**src/rtl/ring_scan_controller.sv**
```systemverilog
`default_nettype none
// ============================================================================
//  Module   : ring_scan_controller
//  Purpose  : Steps a one-hot select across a 4:1 mux, holds each enabled
//             channel for DWELL_CYCLES clocks, captures the mux output at the
//             end of each dwell and flags sample / frame completion.
//  Revision : 1.0 - initial release
// ============================================================================
module ring_scan_controller #(
    parameter int DWELL_CYCLES = 1000,
    parameter int CNT_W        = 10
) (
    input  logic       clock,
    input  logic       reset_n,
    input  logic       enable,
    input  logic [3:0] channel_mask,
    input  logic       mux_out,
    output logic [3:0] ring_counter,
    output logic [3:0] samples,
    output logic       sample_valid,
    output logic [1:0] sample_channel,
    output logic       frame_done
);

    typedef enum logic [0:0] {
        ST_IDLE  = 1'b0,
        ST_DWELL = 1'b1
    } state_t;

    localparam logic [CNT_W-1:0] C_LAST = CNT_W'(DWELL_CYCLES - 1);

    state_t           r_state;
    logic [1:0]       r_cur;
    logic [CNT_W-1:0] r_cnt;
    logic [3:0]       r_ring;
    logic [3:0]       r_samples;
    logic             r_sample_valid;
    logic [1:0]       r_sample_channel;
    logic             r_frame_done;

    logic [1:0]       w_first;
    logic [1:0]       w_next;
    logic             w_has_next;
    logic [1:0]       w_target;
    logic             w_last;

    // Lowest enabled channel, and lowest enabled channel above the current one
    always_comb begin
        w_first    = 2'd0;
        w_next     = 2'd0;
        w_has_next = 1'b0;
        for (int i = 3; i >= 0; i--) begin
            if (channel_mask[i]) begin
                w_first = 2'(i);
                if (2'(i) > r_cur) begin
                    w_next     = 2'(i);
                    w_has_next = 1'b1;
                end
            end
        end
    end

    assign w_target = w_has_next ? w_next : w_first;
    assign w_last   = (r_cnt == C_LAST);

    // Scan sequencer: dwell counting, channel stepping, capture and pulses
    always_ff @(posedge clock or negedge reset_n) begin
        if (!reset_n) begin
            r_state          <= ST_IDLE;
            r_cur            <= 2'd0;
            r_cnt            <= '0;
            r_ring           <= 4'b0000;
            r_samples        <= 4'b0000;
            r_sample_valid   <= 1'b0;
            r_sample_channel <= 2'd0;
            r_frame_done     <= 1'b0;
        end else begin
            r_sample_valid <= 1'b0;
            r_frame_done   <= 1'b0;
            case (r_state)
                ST_IDLE: begin
                    r_ring <= 4'b0000;
                    r_cnt  <= '0;
                    if (enable && (|channel_mask)) begin
                        r_state <= ST_DWELL;
                        r_cur   <= w_first;
                        r_ring  <= 4'(4'b0001 << w_first);
                    end
                end
                ST_DWELL: begin
                    if (w_last) begin
                        // Capture always completes, even if the mask or enable
                        // changed during the dwell.
                        r_samples[r_cur] <= mux_out;
                        r_sample_channel <= r_cur;
                        r_sample_valid   <= 1'b1;
                        r_frame_done     <= ~w_has_next;
                        r_cnt            <= '0;
                        if (!enable || (channel_mask == 4'b0000)) begin
                            r_state <= ST_IDLE;
                            r_ring  <= 4'b0000;
                        end else begin
                            r_cur  <= w_target;
                            r_ring <= 4'(4'b0001 << w_target);
                        end
                    end else if (!enable) begin
                        // Abort before capture: drop the select, keep samples
                        r_state <= ST_IDLE;
                        r_ring  <= 4'b0000;
                        r_cnt   <= '0;
                    end else begin
                        r_cnt <= r_cnt + 1'b1;
                    end
                end
                default: begin
                    r_state <= ST_IDLE;
                    r_ring  <= 4'b0000;
                end
            endcase
        end
    end

    assign ring_counter   = r_ring;
    assign samples        = r_samples;
    assign sample_valid   = r_sample_valid;
    assign sample_channel = r_sample_channel;
    assign frame_done     = r_frame_done;

endmodule
`default_nettype wire

```
**config.mk**
```make
export PLATFORM = sky130hd
export DESIGN_NAME = ring_scan_controller
export DESIGN_NICKNAME = d
export VERILOG_FILES = /design/src/rtl/ring_scan_controller.sv
export SDC_FILE = /design/constraint.sdc
export NUM_CORES = 1
export LEC_CHECK = 0
export ABC_AREA = 1
export ABC_CLOCK_PERIOD_IN_PS = 1400
export BUFFER_PORTS_ARGS = -buffer_cell sky130_fd_sc_hd__buf_4
export CAP_MARGIN = 10
export CORE_MARGIN = 1
export CORE_UTILIZATION = 49
export CTS_CLUSTER_SIZE = 40
export DETAILED_ROUTE_END_ITERATION = 8
export MAX_ROUTING_LAYER = met4
export PLACE_DENSITY_LB_ADDON = 0.3
export SYNTH_ARGS = -nofsm -noshare
export SYNTH_HDL_FRONTEND = slang
export SYNTH_SLANG_ARGS = --single-unit
```
**constraint.sdc**
```tcl
create_clock -name clock -period 1.4 [get_ports clock]
set_input_delay 0.35 -clock clock [delete_from_list [all_inputs] [get_ports clock]]
set_output_delay 0.35 -clock clock [all_outputs]
set_load 0.005 [all_outputs]
```
# After elaboration in Yosys (flattened, before gate mapping)
# Cells that the tools add are included.
# word_totals
reg_bits,25
input_bits,8
word_cells,77
# op_classes
bitwise,2
add_sub_neg,1
shifts,2
eq_ne,5
n_mux,45
n_reduce_logical,8
order_cmp,6
# op_table
cell,n
$mux W2,16
$mux W10,2
$pmux W10 S2,1
$mux W1,17
$mux W4,4
$add A10 B1 Y10 const B,1
$eq A10 B10 Y1 const B,1
$pmux W4 S2,1
$shl A1 B2 Y4 const A,2
$bwmux W4,1
$gt A1 B2 Y1 const A,2
$gt A2 B2 Y1 const A,2
$logic_not A4 Y1,1
$ne A2 B2 Y1 const B,2
$pmux W2 S2,1
$reduce_or A4 Y1,1
$lt A2 B3 Y1 const B,1
$ne A3 B2 Y1 const B,1
$reduce_and A3 Y1,1
$demux W1 S2,1
$ge A2 B1 Y1 const B,1
$logic_and A1 B1 Y1,2
$ne A2 B1 Y1 const B,1
$not A1 Y1,2
other kinds (4),4

# Logic depth before layout (Yosys ltp)
# Gate-level depths: netlist of the first run.
# logic_depth
word_depth,14
depth_mapped,9

# Worst setup path after synthesis of the first run
# OpenSTA, ideal clock, no wires.
# synth_timing
path_kind,flip-flop to flip-flop
from,register r_cnt[0]
to,register r_ring[1] (netlist: ring_counter[1])
setup_ns,0.122
stages_incl_launch_ff,9
slack_ns,0.114
t_required_ns,1.278
arrival_time_ns,1.164
synth_period_minus_slack_ns,1.286
cell_sequence,dfrtp_1 > ha_1 > nand2_1 > inv_1 > nand3_2 > nand2_4 > inv_4 > a21oi_1 > a21oi_1
# synth_via
elab_chain_cells,3
elab_cells_between_ends,4
# synth_lines
element,line,source
from (decl),34,logic [CNT_W-1:0] r_cnt;
from (signal assigned),112,r_cnt <= r_cnt + 1'b1;
$eq A10 B10 Y1 (*),64,assign w_last = (r_cnt == C_LAST);
$mux W4,91,if (w_last) begin
$pmux W4 S2,80,case (r_state)
to (signal assigned),87,r_ring <= 4'(4'b0001 << w_first);
to (signal assigned),104,r_ring <= 4'(4'b0001 << w_target);
to (decl),35,logic [3:0] r_ring;
# Every way passes the cells marked *; elsewhere a longest branch is shown, timed or not.
# A chain may end at the register's enable or synchronous reset.

# Worst setup path after layout of the first run
# layout_timing
from,register r_cnt[0]
to,register r_ring[0] (netlist: ring_counter[0])
# The elaborated chain is that of the path after synthesis.

==> out/qor.yml, run 1 <==
synth_top_family_by_area: "simple AND/OR/NAND/NOR gates"
place.port_buffers: 19
path_clk_slew_ns: 0.14
synthDominantCellAreaShare_pct: 48.5
io_pins: 20
globalRouteMet2Util_pct: 39.0
synth-simple-area-share_pct: 32.6
reg2reg_from: "r_cnt[0]"
post_route_setup_slack_ns: 0.0181
core_area_sq_um: 2480
overflow: 0
timing.slew.headroom_pct: 75.7
numCtsBuffers: 3
postSynthRegisterBits: 25
die_width_microns: 53.3
power_density_nw_per_um2: 840
drt-initial-drc-count: 31
mappedNetlistNets: 173
synth-warning-count: 0
drt.antenna.violating_nets: 0
worst_setup_path_end_kind: "flip-flop"
yosys.cell_types.count: 21
worst-slew-pin-transition_ns: 0.364
avgViaCountPerCell: 5.23
fin_skew_ns: 0.00779
initial_antenna_violation_count: 0
setup.worst_path.end: "ring_counter[0]"
xor_xnor_cell_area_share_of_the_yosys_netlist_pct: 0
postPlaceCellArea_sq_um: 1510
detailed_place_hpwl_microns: 2110
clock_tree.buffer_depth: 2
area_delta_synth_final_pct: 31.7
fmaxAchievable_mhz: 724
rsz0062_at_grt: "true"
yosys.area_share.adder_pct: 0.971
layout_cells_sized_above_1_pct: 32.7
worstSetupStartpoint: "r_cnt[0]"
mostFrequentLayoutCell: "sky130_fd_sc_hd__buf_4"
avgSynthCellArea_sq_um: 7.86
worstReg2RegEnd: "ring_counter[0]"
irDropWorstVdd_mv: 0.620
post_synth_mux_area_share_pct: 0
dp_worst_setup_slack_ns: -0.0493
layout.area.seq_sq_um: 628
global_route_wire_length_before_repair_microns: 4720
synth_area_sq_um: 1290
setup.worst_path.start_class: "flip-flop"
detail_route.drc_violations: 0
min_period_ns: 1.38
compound_gate_portion_of_the_synthesized_area_pct: 10.9
grt.busiest_layer: "met2"
cts_tree: "yes"
regToRegSetupSlack_ns: 0.02
status: "finished, final reports clean"
synth_area_leaders: "sky130_fd_sc_hd__dfrtp_1 (49%), sky130_fd_sc_hd__nand2_1 (10%), sky130_fd_sc_hd__nor2_1 (7.9%)"
grt_met3_use_pct: 3.45
final.fill_count: 220
die-height_microns: 53.3
synth_sequential_area_ratio_pct: 48.5
routed_wirelength_microns: 3020
clk_root_buffer_cell: "sky130_fd_sc_hd__clkbuf_4"
crit_path_max_fanout: 5
finalWeightedCongestion: 0.836
nets: 212
hold_path_class: "in2reg"
largest_area_contributor_in_the_netlist: "sky130_fd_sc_hd__dfrtp_1"
fin_crit_sh_pct: 98.7
setup_viol: 0
grt_use_met1_pct: 30.2
hold_viol: 0
routed-via-count: 1214
leakagePower_uw: 0.000849
area_used_by_multi_input_combinational_logic_sq_um: 646
first_global_vias: 1102
avgRoutedWirePerCell_microns: 13.0
first_pass_iters: 4
finalInstanceArea_sq_um: 1700
tns_ns: 0
design.die.area_sq_um: 2840
rows: 18
rr_worst_depth: 7
clock_sink_count: 25
timing_max_transition_violations_final: 0
critPathKind: "reg2reg"
grt_max_degree: 26
max-cap-violations: 0
grt_util_all_layers_pct: 24.2
antennaDiodeCount: 0
cp.arrival_ns: 1.65
critical_path_required_ns: 1.66
clk_latency_ns: 0.33
layout.cells.most_common_list: "sky130_fd_sc_hd__buf_4 (34), sky130_fd_sc_hd__nand2_1 (33), sky130_fd_sc_hd__nor2_1 (23), sky130_fd_sc_hd__dfrtp_1 (23), sky130_fd_sc_hd__inv_1 (18)"
postSynthCellCount: 164
htreeDepth: 1
finalCoreUtilization_pct: 68.5
start_util_pct: 52.0
worst_hold_slack_ns: 0.304
## cells by family after synthesis
logic type / after synthesis
simple gates: 89
compound gates: 27
flops: 25
buf+inv: 22
fa+ha+maj: 1
## power breakdown
part	switching [uW]	internal (uW)	total, uW
registers	45.7	757	803
clock network	227	109	336
logic	177	110	287
## metrics by stage
stage	cells	power (uW)
2_1_floorplan	164	953
6_report	232	1430
4_1_cts	227	1400
3_3_place_gp	219	1060
5_1_grt	232	1510
3_5_place_dp	219	1070
## synthesized netlist by cell type (all sizes together)
master	count
clkinv	1
ha	1
a21oi	13
nor2	30
nor3b	1
dfrtp	25
nand4	2
buf	1
nand3	16
nand2	38
inv	20
o21ai	12
nor3	2
o211ai	2
## critical path, cell delays in order (launching register included)
cell,delay [ns]
sky130_fd_sc_hd__dfrtp_1,0.39
sky130_fd_sc_hd__ha_2,0.21
sky130_fd_sc_hd__nand2_4,0.06
sky130_fd_sc_hd__inv_4,0.08
sky130_fd_sc_hd__nand4_4,0.15
sky130_fd_sc_hd__nor2_4,0.18
sky130_fd_sc_hd__nand3_2,0.10
sky130_fd_sc_hd__a21oi_2,0.13
## registers in the layout, indices dropped and copies added (netlist names)
signal	cells
r_state	1
sample_valid	1
r_cur	2
r_cnt	10
sample_channel	2
frame_done	1
samples	4
ring_counter	4
## area by class of cell
class                      instances  area share (%)
clock buffer                       3            1.33
clock inverter                     1           0.442
inverter                          21            5.38
multi-input combinational        117            38.0
sequential                        25            37.0
tap                               30            2.21
timing repair buffer              35            15.6
## worst min-delay path by stage
stage / from / endpoint / slack (ns) / cells after the start
3_3_place_gp: reset_n / sample_valid / 0.26 / 1
3_5_place_dp: reset_n / sample_valid / 0.27 / 1
5_1_grt: mux_out / samples[2] / 0.31 / 3
4_1_cts: mux_out / samples[2] / 0.30 / 3
2_1_floorplan: reset_n / frame_done / 0.05 / 0
6_report: mux_out / samples[2] / 0.30 / 3
## metal layers
metal | up-vias | share of wire, % | routed length [microns]
li1 | 607 | - | -
met1 | 582 | 44 | 1340
met2 | 20 | 51 | 1550
met3 | 5 | 2.9 | 86
met4 | 0 | 1.6 | 47
met5 | - | 0 | 0
## what timing repair did
action	4_1_cts	5_1_grt
pin swaps	4	7
hold buffers	1	0
buffers inserted	3	5
setup endpoints to repair	9	21
endpoints found under the hold margin	25	0
gates resized for setup	3	22
No activity file was read; power rests on OpenSTA's default activity.
==> run 2: changes to the inputs <==
--- a/config.mk
+++ b/config.mk
@@ -6,11 +6,12 @@
 export NUM_CORES = 1
 export LEC_CHECK = 0
 export ABC_AREA = 1
-export ABC_CLOCK_PERIOD_IN_PS = 1400
+export ABC_CLOCK_PERIOD_IN_PS = 1500
 export BUFFER_PORTS_ARGS = -buffer_cell sky130_fd_sc_hd__buf_4
 export CAP_MARGIN = 10
 export CORE_MARGIN = 1
-export CORE_UTILIZATION = 49
+export CORE_UTILIZATION = 50
+export CTS_BUF_LIST = sky130_fd_sc_hd__clkbuf_8
 export CTS_CLUSTER_SIZE = 40
 export DETAILED_ROUTE_END_ITERATION = 8
 export MAX_ROUTING_LAYER = met4
==> constraint.sdc (replaced) <==
create_clock -name clock -period 1.5 [get_ports clock]
set_input_delay 0.375 -clock clock [delete_from_list [all_inputs] [get_ports clock]]
set_output_delay 0.375 -clock clock [all_outputs]
set_load 0.005 [all_outputs]
==> run 2 against run 1 <==
The run now ends with design-rule violations, negative hold slack left. Global-route usage shrank 4.3 points. Design area shrank 9.4%. Sequential cell count is the same. Sequential power shrank 7.7%. Clock skew decreased by 0.0020 ns. Die area down 1.9%. Non-clock buffer count down 13. First-iteration DRC count down 16%. Fmax decreased by 0.86%. Sequential share of layout area increased by 3.7 points. Total power fell by 4.5%. Worst hold slack worse by 0.31 ns. Critical path type unchanged.
==> out/qor.yml, run 2 (synthesis gave the netlist of run 1 again) <==
hold_buffers: 0
global_route_wire_length_before_repair_microns: 3800
hold_path_class: "in2async"
worst-slew-pin-transition_ns: 0.313
first_global_vias: 934
design_power_total_uw: 1360
max-cap-violations: 0
numCtsBuffers: 3
reg2reg_from: "r_cnt[0]"
initial_antenna_violation_count: 0
fmaxAchievable_mhz: 717
tns_ns: 0
htreeDepth: 1
leakagePower_uw: 0.000782
crit_path_max_fanout: 6
largest_register: "r_cnt"
mostFrequentLayoutCell: "sky130_fd_sc_hd__nand2_1"
avgRoutedWirePerCell_microns: 11.1
first_pass_iters: 6
irDropWorstVdd_mv: 0.756
avgViaCountPerCell: 5.05
drt.antenna.violating_nets: 0
cp.buffers_inverters: 2
cts_tree: "yes"
design.die.area_sq_um: 2780
regToRegSetupSlack_ns: 0.11
setup_viol: 0
nets: 199
failing_checks: "design-rule violations, negative hold slack"
cpMaxStageDelayCell: "sky130_fd_sc_hd__dfrtp_1"
rows: 18
clock_sink_count: 25
timing.slew.headroom_pct: 79.2
status: "finished with violations"
hold_viol: 14
timing.critical_path.cells: "ha_1 > nand2_1 > inv_2 > nand3_2 > nand2_4 > buf_4 > nor2_1 > a21oi_1"
clk_root_buffer_cell: "sky130_fd_sc_hd__clkbuf_8"
layout_cells_sized_above_1_pct: 20.6
grt_util_all_layers_pct: 19.9
timing_max_transition_violations_final: 0
fin_skew_ns: 0.00579
clk_latency_ns: 0.27
grt_max_degree: 26
clock_tree.buffer_depth: 2
worst_setup_path_end_kind: "flip-flop"
io_pins: 20
layout.cells.most_common_list: "sky130_fd_sc_hd__nand2_1 (35), sky130_fd_sc_hd__nor2_1 (27), sky130_fd_sc_hd__dfrtp_1 (25), sky130_fd_sc_hd__buf_4 (22), sky130_fd_sc_hd__inv_1 (18)"
fin_crit_sh_pct: 92.9
detail_route.drc_violations: 2
critical_path_required_ns: 1.65
cpPeakStageDelay_ns: 0.41
worst_hold_slack_ns: -0.00654
core_area_sq_um: 2450
routed-via-count: 1106
die_width_microns: 52.8
area_delta_synth_final_pct: 19.4
setup.worst_path.start_class: "flip-flop"
min_period_ns: 1.39
path_clk_slew_ns: 0.09
critPathKind: "reg2reg"
antennaDiodeCount: 0
power_density_nw_per_um2: 885
cp.arrival_ns: 1.55
detailed_place_hpwl_microns: 1830
max_reg_flops: 10
worstReg2RegEnd: "ring_counter[2]"
worst_path_dominant_cell_family: "flip-flops"
place.port_buffers: 19
rr_worst_depth: 8
routed_wirelength_microns: 2440
overflow: 0
start_util_pct: 52.5
rsz0062_at_grt: "false"
finalWeightedCongestion: 0.841
die-height_microns: 52.8
drt-initial-drc-count: 26
## run 2: what timing repair did
action / CTS / global route
gates resized for setup: 0 / 3
buffers inserted: 0 / 3
setup endpoints to repair: 0 / 14
## run 2: per-layer routing
layer  vias up  share of wire (%)  global-route usage, %
met4         0                2.3                   10.5
met3         4                2.2                   3.48
li1        579                  -                      -
met1       503                 49                   24.0
met2        20                 47                   31.6
met5         -                  0                      -
## run 2: cell type report
cell class / instances / area [sq um]
repair buffers: 22 / 165
flip-flops and latches: 25 / 626
clock buffers: 3 / 41.3
well taps: 30 / 37.5
clock inverters: 1 / 5.00
inverters: 21 / 82.6
multi-input cells: 117 / 582
fillers: 207 / 916
## run 2: stage by stage
step	area [sq um]	hold WS, ns	util (%)	setup slack, ns	cells
floorplan	1290	0.0794	-	0.214	164
global placement	1460	0.294	59.5	0.0946	212
detailed placement	1460	0.293	59.5	0.0376	212
CTS	1510	0.00230	61.4	0.0207	216
global route	1540	0.00972	62.7	0.000367	219
finish	1540	-0.00654	62.7	0.106	219
## run 2: where the power goes
| part | switching [uW] | internal (uW) | leakage (uW) | total, uW |
|---|---|---|---|---|
| Clock | 202 | 185 | 0.0000255 | 388 |
| Combinational | 148 | 84.5 | 0.000441 | 233 |
| Sequential | 38.1 | 703 | 0.000315 | 741 |
| Total | 389 | 973 | 0.000782 | 1360 |
## run 2: worst max path at each step
stage	to	startpoint	depth (start not counted)	slack (ns)
3_3_place_gp	ring_counter[2]	r_cnt[0]	8	0.09
6_report	ring_counter[2]	r_cnt[0]	8	0.11
4_1_cts	ring_counter[1]	r_cnt[0]	8	0.02
5_1_grt	r_cnt[6]	r_cnt[0]	8	0.0004
2_1_floorplan	ring_counter[1]	r_cnt[0]	8	0.21
3_5_place_dp	ring_counter[1]	r_cnt[0]	8	0.04
